`config.mk`:
```
export PLATFORM = sky130hd
export DESIGN_NAME = cordic_req_ctrl
export DESIGN_NICKNAME = d
export VERILOG_FILES = /design/src/rtl/cordic_req_ctrl.sv
export SDC_FILE = /design/constraint.sdc
export NUM_CORES = 1
export LEC_CHECK = 0
export BUFFER_PORTS_ARGS = -buffer_cell sky130_fd_sc_hd__buf_2
export CORE_ASPECT_RATIO = 2
export CORE_MARGIN = 2
export CORE_UTILIZATION = 54
export CTS_CLUSTER_SIZE = 16
export DETAILED_ROUTE_END_ITERATION = 8
export HOLD_SLACK_MARGIN = 0.02
export PLACE_DENSITY = 0.76
export SYNTH_ARGS = -nofsm -noshare
export SYNTH_HDL_FRONTEND = slang
export SYNTH_SLANG_ARGS = --single-unit
```
`constraint.sdc`:
```
create_clock -name clk -period 4.2 [get_ports clk]
set_clock_uncertainty 0.2 [all_clocks]
set_input_delay 0.84 -clock clk [delete_from_list [all_inputs] [get_ports clk]]
set_output_delay 0.84 -clock clk [all_outputs]
set_load 0.02 [all_outputs]
```
`src/rtl/cordic_req_ctrl.sv`:
```
// Request controller in front of the CORDIC sin/cos engine: angle FIFO, one-at-a-time issue,
// held result register, sticky error flags. Define CORDIC_REQ_TIMEOUT_EN to enable the WAIT watchdog.
module cordic_req_ctrl #(
    parameter int QDEPTH  = 4,
    parameter int TIMEOUT = 64
) (
    input  logic        clk,
    input  logic        rst,
    input  logic        wr_en,
    input  logic [31:0] wr_data,
    output logic        wr_full,
    input  logic        rd_en,
    output logic [31:0] res_data,
    output logic        res_valid,
    output logic        busy,
    output logic        overflow,
    output logic        timeout,
    input  logic        clr_err,
    output logic [15:0] cnt_done,
    output logic        cord_start,
    output logic [31:0] cord_angle,
    input  logic [15:0] cord_cos,
    input  logic [15:0] cord_sin,
    input  logic        cord_valid
);

    localparam int AW = $clog2(QDEPTH);
    localparam int CW = AW + 1;

    typedef enum logic [1:0] {IDLE, ISSUE, WAIT, HOLD} state_t;

    state_t        state, state_nxt;
    logic [31:0]   mem [QDEPTH];
    logic [AW-1:0] wr_ptr, rd_ptr;
    logic [CW-1:0] count, count_nxt;
    logic          push, pop, empty;
    logic          latch_res, ack;

    assign empty = (count == '0);
    // A full FIFO rejects writes even when a pop frees a slot on the same edge.
    assign push  = wr_en && !wr_full;
    assign pop   = (state == IDLE) && !empty;
    assign busy  = (state != IDLE) || !empty;

    always_comb begin
        count_nxt = count;
        if (push && !pop)
            count_nxt = count + 1'b1;
        else if (!push && pop)
            count_nxt = count - 1'b1;
    end

`ifdef CORDIC_REQ_TIMEOUT_EN
    localparam int TW = $clog2(TIMEOUT + 1);
    logic [TW-1:0] wait_cnt;
    logic          to_fire;
`endif

    always_comb begin
        state_nxt  = state;
        latch_res  = 1'b0;
        ack        = 1'b0;
        cord_start = 1'b0;
`ifdef CORDIC_REQ_TIMEOUT_EN
        to_fire    = 1'b0;
`endif
        case (state)
            IDLE: begin
                if (!empty)
                    state_nxt = ISSUE;
            end
            ISSUE: begin
                cord_start = 1'b1;
                state_nxt  = WAIT;
            end
            WAIT: begin
                if (cord_valid) begin
                    latch_res = 1'b1;
                    state_nxt = HOLD;
                end
`ifdef CORDIC_REQ_TIMEOUT_EN
                else if (wait_cnt == TW'(TIMEOUT - 1)) begin
                    to_fire   = 1'b1;
                    state_nxt = IDLE;
                end
`endif
            end
            HOLD: begin
                if (rd_en && res_valid) begin
                    ack       = 1'b1;
                    state_nxt = IDLE;
                end
            end
            default: state_nxt = IDLE;
        endcase
    end

    // FIFO storage carries no reset; only occupied slots are ever read.
    always_ff @(posedge clk) begin
        if (push)
            mem[wr_ptr] <= wr_data;
    end

    always_ff @(posedge clk or negedge rst) begin
        if (!rst) begin
            state      <= IDLE;
            wr_ptr     <= '0;
            rd_ptr     <= '0;
            count      <= '0;
            wr_full    <= 1'b0;
            cord_angle <= '0;
            res_data   <= '0;
            res_valid  <= 1'b0;
            cnt_done   <= '0;
            overflow   <= 1'b0;
        end else begin
            state   <= state_nxt;
            count   <= count_nxt;
            wr_full <= (count_nxt == CW'(QDEPTH));
            if (push)
                wr_ptr <= wr_ptr + 1'b1;
            if (pop) begin
                rd_ptr     <= rd_ptr + 1'b1;
                cord_angle <= mem[rd_ptr];
            end
            if (latch_res) begin
                res_data  <= {cord_sin, cord_cos};
                res_valid <= 1'b1;
                cnt_done  <= cnt_done + 1'b1;
            end else if (ack) begin
                res_valid <= 1'b0;
            end
            if (wr_en && wr_full)
                overflow <= 1'b1;
            else if (clr_err)
                overflow <= 1'b0;
        end
    end

`ifdef CORDIC_REQ_TIMEOUT_EN
    // Counter sits at zero outside WAIT, so every entry to WAIT starts a fresh count.
    always_ff @(posedge clk or negedge rst) begin
        if (!rst) begin
            wait_cnt <= '0;
            timeout  <= 1'b0;
        end else begin
            if (state != WAIT)
                wait_cnt <= '0;
            else
                wait_cnt <= wait_cnt + 1'b1;
            if (to_fire)
                timeout <= 1'b1;
            else if (clr_err)
                timeout <= 1'b0;
        end
    end
`else
    assign timeout = 1'b0;
`endif

endmodule
```
==> impl_table.tex <==
\begin{tabular}{lr}
\hline
Metric & Value \\
\hline
\multicolumn{2}{l}{\textbf{Status}} \\
\quad Status & finished, final reports clean \\
\multicolumn{2}{l}{\textbf{Drt}} \\
\quad DRC Markers & 0 \\
\quad Number of detailed-route iterations in the first pass & 4 \\
\quad Starting DRT DRC Count & roughly 190 \\
\quad Total length of routed wires & 14.95 mm \\
\quad Routed WL per cell & $\sim$17 um \\
\quad Antenna Nets Post-Route & 0 \\
\quad Post-detailed-route via-to-cell ratio & 5.199 \\
\quad Total number of vias & 4,580 \\
\multicolumn{2}{l}{\textbf{Timing}} \\
\quad Worst setup slack after layout & 1.454 ns \\
\quad Slew headroom & 0.3075 \\
\quad Worst hold slack & between 0.2 and 0.3 ns \\
\quad Final setup violating endpoints & 0 \\
\quad RSZ-0062 raised after global routing & no \\
\quad Final Max Tran Viols & 0 \\
\quad Fin Setup TNS & 0 ns \\
\quad Share of the clock period used by the worst path & 0.6538 \\
\quad Pin slew with the least headroom to its limit & 1.039 ns \\
\quad FMAX & 0.3642 GHz \\
\quad Total count of hold-check failures in the final report & 0 \\
\quad Clock period minus worst slack & 2.746 ns \\
\multicolumn{2}{l}{\textbf{Yosys}} \\
\quad Area share of the largest cell type after synthesis & 0.4496 \\
\quad Primary flip-flop cell chosen by synthesis mapping & sky130\_fd\_sc\_hd\_\_edfxtp\_1 \\
\quad Cell with the most instances after synthesis & sky130\_fd\_sc\_hd\_\_edfxtp\_1 \\
\quad Post-synth net total & $\sim$590 \\
\quad Post-synthesis sequential element count & 220 \\
\quad Share of flip-flops with an asynchronous set or reset & 0.4182 \\
\quad Top cells by area in the synthesized netlist & sky130\_fd\_sc\_hd\_\_edfxtp\_1 (45\%), sky130\_fd\_sc\_hd\_\_dfrtp\_1 (27\%), sky130\_fd\_sc\_hd\_\_mux4\_2 (7.4\%), sky130\_fd\_sc\_hd\_\_nand2\_1 (5.0\%), sky130\_fd\_sc\_hd\_\_mux2\_2 (4.5\%) \\
\quad Number of synthesis warnings & 0 \\
\quad Instance count of the mapped netlist & 510 \\
\quad Library cell with the largest summed area after synthesis & sky130\_fd\_sc\_hd\_\_edfxtp\_1 \\
\quad Number of distinct library cell variants in the gate-level netlist after synthesis & 41 \\
\quad Post-synthesis sequential area ratio & 0.7190 \\
\quad Synth Cell Area & between 8000 and 9000 um2 \\
\quad Syn Area/Cell & 16.76 um2 \\
\quad Post-synth EDFFs & 128 \\
\quad Most used standard cells in the synthesized netlist & sky130\_fd\_sc\_hd\_\_edfxtp\_1 (128), sky130\_fd\_sc\_hd\_\_nand2\_1 (113), sky130\_fd\_sc\_hd\_\_dfrtp\_1 (92), sky130\_fd\_sc\_hd\_\_mux2\_2 (34), sky130\_fd\_sc\_hd\_\_mux4\_2 (28) \\
\multicolumn{2}{l}{\textbf{GRT}} \\
\quad Wire length of the first global-routing pass & 23.84 mm \\
\quad Number of global-route vias before repair & 4,653 \\
\quad Number of antenna violations at the first check in global routing & 0 \\
\quad Remaining global-route overflow & 0 \\
\quad Total routing usage reported by global routing & 0.1796 \\
\quad Largest net degree at the start of global routing & 82 \\
\multicolumn{2}{l}{\textbf{Clock network}} \\
\quad Post-cts gate resize count & 0 \\
\quad Worst-skew pair later-pin latency & 0.47 ns \\
\quad CTS H-tree depth & 1 \\
\quad Clock transition at the register clock pins on the worst setup and hold paths after CTS & 0.07 ns \\
\quad Root cell of the clock tree & sky130\_fd\_sc\_hd\_\_clkbuf\_16 \\
\quad Post-CTS Setup Repair Bufs & 0 \\
\quad TritonCTS clock tree & yes \\
\quad Deepest clock path buffer count & 3 \\
\quad Number of sinks on the clock net & 220 \\
\quad Quantity of hold-fixing buffers added after cts & 0 \\
\quad Cts bufs inserted & 19 \\
\multicolumn{2}{l}{\textbf{Cells and area}} \\
\quad Count of nets after finishing & 751 \\
\quad Storage cell area & 6148 um2 \\
\quad Number of antenna repair diodes & 0 \\
\quad Syn-to-layout area delta & 17.45\% \\
\quad Fill count & 1,154 \\
\quad Fraction of final layout cells sized beyond drive strength 1 & 0.3897 \\
\quad Combined area of the multi-input logic cells & between 2000 and 2500 um2 \\
\quad Post-route standard cell area excluding fillers & 10,040 um2 \\
\multicolumn{2}{l}{\textbf{Critical path}} \\
\quad Critical Path Source Type & register \\
\quad Setup Crit Path Kind & reg2out \\
\quad Kind of end point of the critical path & output port \\
\quad Endpoint required time on the critical path & approximately 3.2 ns \\
\quad WP data arrival & 1.71 ns \\
\quad CP cell instances & inv\_1 -> ha\_1 -> nor2b\_2 -> nand2\_1 -> buf\_2 \\
\quad Library cell contributing the largest single delay on the critical path & sky130\_fd\_sc\_hd\_\_dfrtp\_1 \\
\quad Highest fanout seen on the critical path & 5 \\
\quad Maximum cell stage delay along the critical path & approximately 0.42 ns \\
\multicolumn{2}{l}{\textbf{Floorplan}} \\
\quad Number of primary I/O pins & 156 \\
\quad Die width & between 90 and 100 um \\
\quad Die height & approximately 180 um \\
\quad Area of the core & between 15,000 and 20,000 um2 \\
\quad Number of rows in the core area & 65 \\
\quad Starting Density & 0.5474 \\
\quad Die footprint & 16,910 um2 \\
\multicolumn{2}{l}{\textbf{Placement}} \\
\quad Port Buf Inserts & around 150 \\
\quad Pre-CTS worst setup slack & 1.535 ns \\
\quad Final GP Congestion & 0.7514 \\
\quad Area after detailed placement & roughly 9500 um2 \\
\quad Final HPWL from detailed placement & 9.632 mm \\
\multicolumn{2}{l}{\textbf{Min path}} \\
\quad HP Class & reg2reg \\
\multicolumn{2}{l}{\textbf{Power}} \\
\quad Total power & roughly 7.3 mW \\
\quad Power per cell area & 727.0 nW/um2 \\
\quad Reported leakage power & 4.243 nW \\
\quad Maximum vdd ir drop & 0.0004855 V \\
\multicolumn{2}{l}{\textbf{Run}} \\
\quad Reported max-cap violation count & 0 \\
\hline
\end{tabular}
==> placed cells by master (no fill, tap or decap), types with 2 or more instances in the layout <==
| cell type | n |
|---|---|
| sky130_fd_sc_hd__and2_2 | 5 |
| sky130_fd_sc_hd__nor3_1 | 3 |
| sky130_fd_sc_hd__and4_4 | 3 |
| sky130_fd_sc_hd__clkinv_2 | 7 |
| sky130_fd_sc_hd__nand4_1 | 4 |
| sky130_fd_sc_hd__buf_2 | 153 |
| sky130_fd_sc_hd__buf_4 | 4 |
| sky130_fd_sc_hd__dfrtp_2 | 2 |
| sky130_fd_sc_hd__xnor2_1 | 15 |
| sky130_fd_sc_hd__ha_1 | 13 |
| sky130_fd_sc_hd__inv_1 | 10 |
| sky130_fd_sc_hd__clkbuf_1 | 2 |
| sky130_fd_sc_hd__nor2_1 | 4 |
| sky130_fd_sc_hd__mux4_1 | 4 |
| sky130_fd_sc_hd__o21ai_0 | 3 |
| sky130_fd_sc_hd__a21oi_1 | 3 |
| sky130_fd_sc_hd__xor2_1 | 5 |
| sky130_fd_sc_hd__dfrtp_1 | 90 |
| sky130_fd_sc_hd__and4_1 | 2 |
| sky130_fd_sc_hd__edfxtp_1 | 128 |
| sky130_fd_sc_hd__clkbuf_8 | 3 |
| sky130_fd_sc_hd__nand2_1 | 113 |
| sky130_fd_sc_hd__mux2_2 | 34 |
| sky130_fd_sc_hd__mux4_2 | 28 |
| sky130_fd_sc_hd__nand3_1 | 2 |
| sky130_fd_sc_hd__clkbuf_16 | 19 |
==> cell families after synthesis <==
| logic type | after synthesis | share of synthesized area |
|---|---|---|
| AOI/OAI and AO/OA | 14 | 0.01142 |
| and+or+nand+nor | 145 | 0.07758 |
| other | 1 | 0.0004387 |
| xor gates and xnor gates | 20 | 0.02049 |
| buffers and inverters | 31 | 0.02122 |
| muxes | 66 | 0.1309 |
| DFF | 220 | 0.7190 |
| adders and majority gates | 13 | 0.01903 |
==> per-layer routing <==
layer  GRT usage  wire length (um)
met1      0.2345              6172
met2      0.3180              7833
met3     0.02780               756
met4     0.03941               190
met5           0                 0
==> registers in the layout, summed over array words and instances (netlist names) <==
name,flops
wr_full,1
rd_ptr,2
cnt_done,16
mem,128
res_data,32
wr_ptr,2
res_valid,1
overflow,1
state,2
count,3
cord_angle,32
==> worst max-delay path: cells and delay by family (launching register included) <==
family | cells | cell delay (ns)
flip-flops | 1 | 0.42
AND/OR/NAND/NOR | 2 | 0.35
buffers and inverters | 2 | 0.29
adder cells (fa/ha/maj) | 1 | 0.17
==> path summary, 6_finish.rpt <==
| check | from | end | cells after the start | slack [ns] |
|---|---|---|---|---|
| worst max register to register | state[0]$_DFFE_PN0P_ | cnt_done[12]$_DFFE_PN0P_ | 6 | 1.81 |
| worst min-delay path | cnt_done[15]$_DFFE_PN0P_ | cnt_done[15]$_DFFE_PN0P_ | 1 | 0.27 |
| worst min register to register | cnt_done[15]$_DFFE_PN0P_ | cnt_done[15]$_DFFE_PN0P_ | 1 | 0.27 |
| worst max-delay path | count[0]$_DFF_PN0_ | busy | 5 | 1.45 |
| max in group asynchronous | rst | cord_angle[7]$_DFFE_PN0P_ | 2 | 2.69 |
| min in group asynchronous | rst | res_data[11]$_DFFE_PN0P_ | 1 | 0.34 |
==> power by group <==
part	switching (mW)	internal, mW
sequential	0.391	2.94
clock	0.726	0.885
combinational	1.34	1.01
total	2.46	4.84
==> final cells by class <==
type	instances	share of cell area
clock buffers	24	0.05222
clock inverters	9	0.004611
inverters	11	0.004113
multi-input cells	259	0.2223
flip-flops and latches	220	0.6124
well taps	201	0.02505
repair buffers	157	0.07926
==> metrics by stage <==
| stage | util | cells |
|---|---|---|
| 6_report | 0.6429 | 881 |
| 5_1_grt | 0.6429 | 881 |
| 4_1_cts | 0.6429 | 881 |
| 3_5_place_dp | 0.6064 | 848 |
| 2_1_floorplan | - | 510 |
| 3_3_place_gp | 0.6064 | 848 |
(Power assumes the default switching activity.)
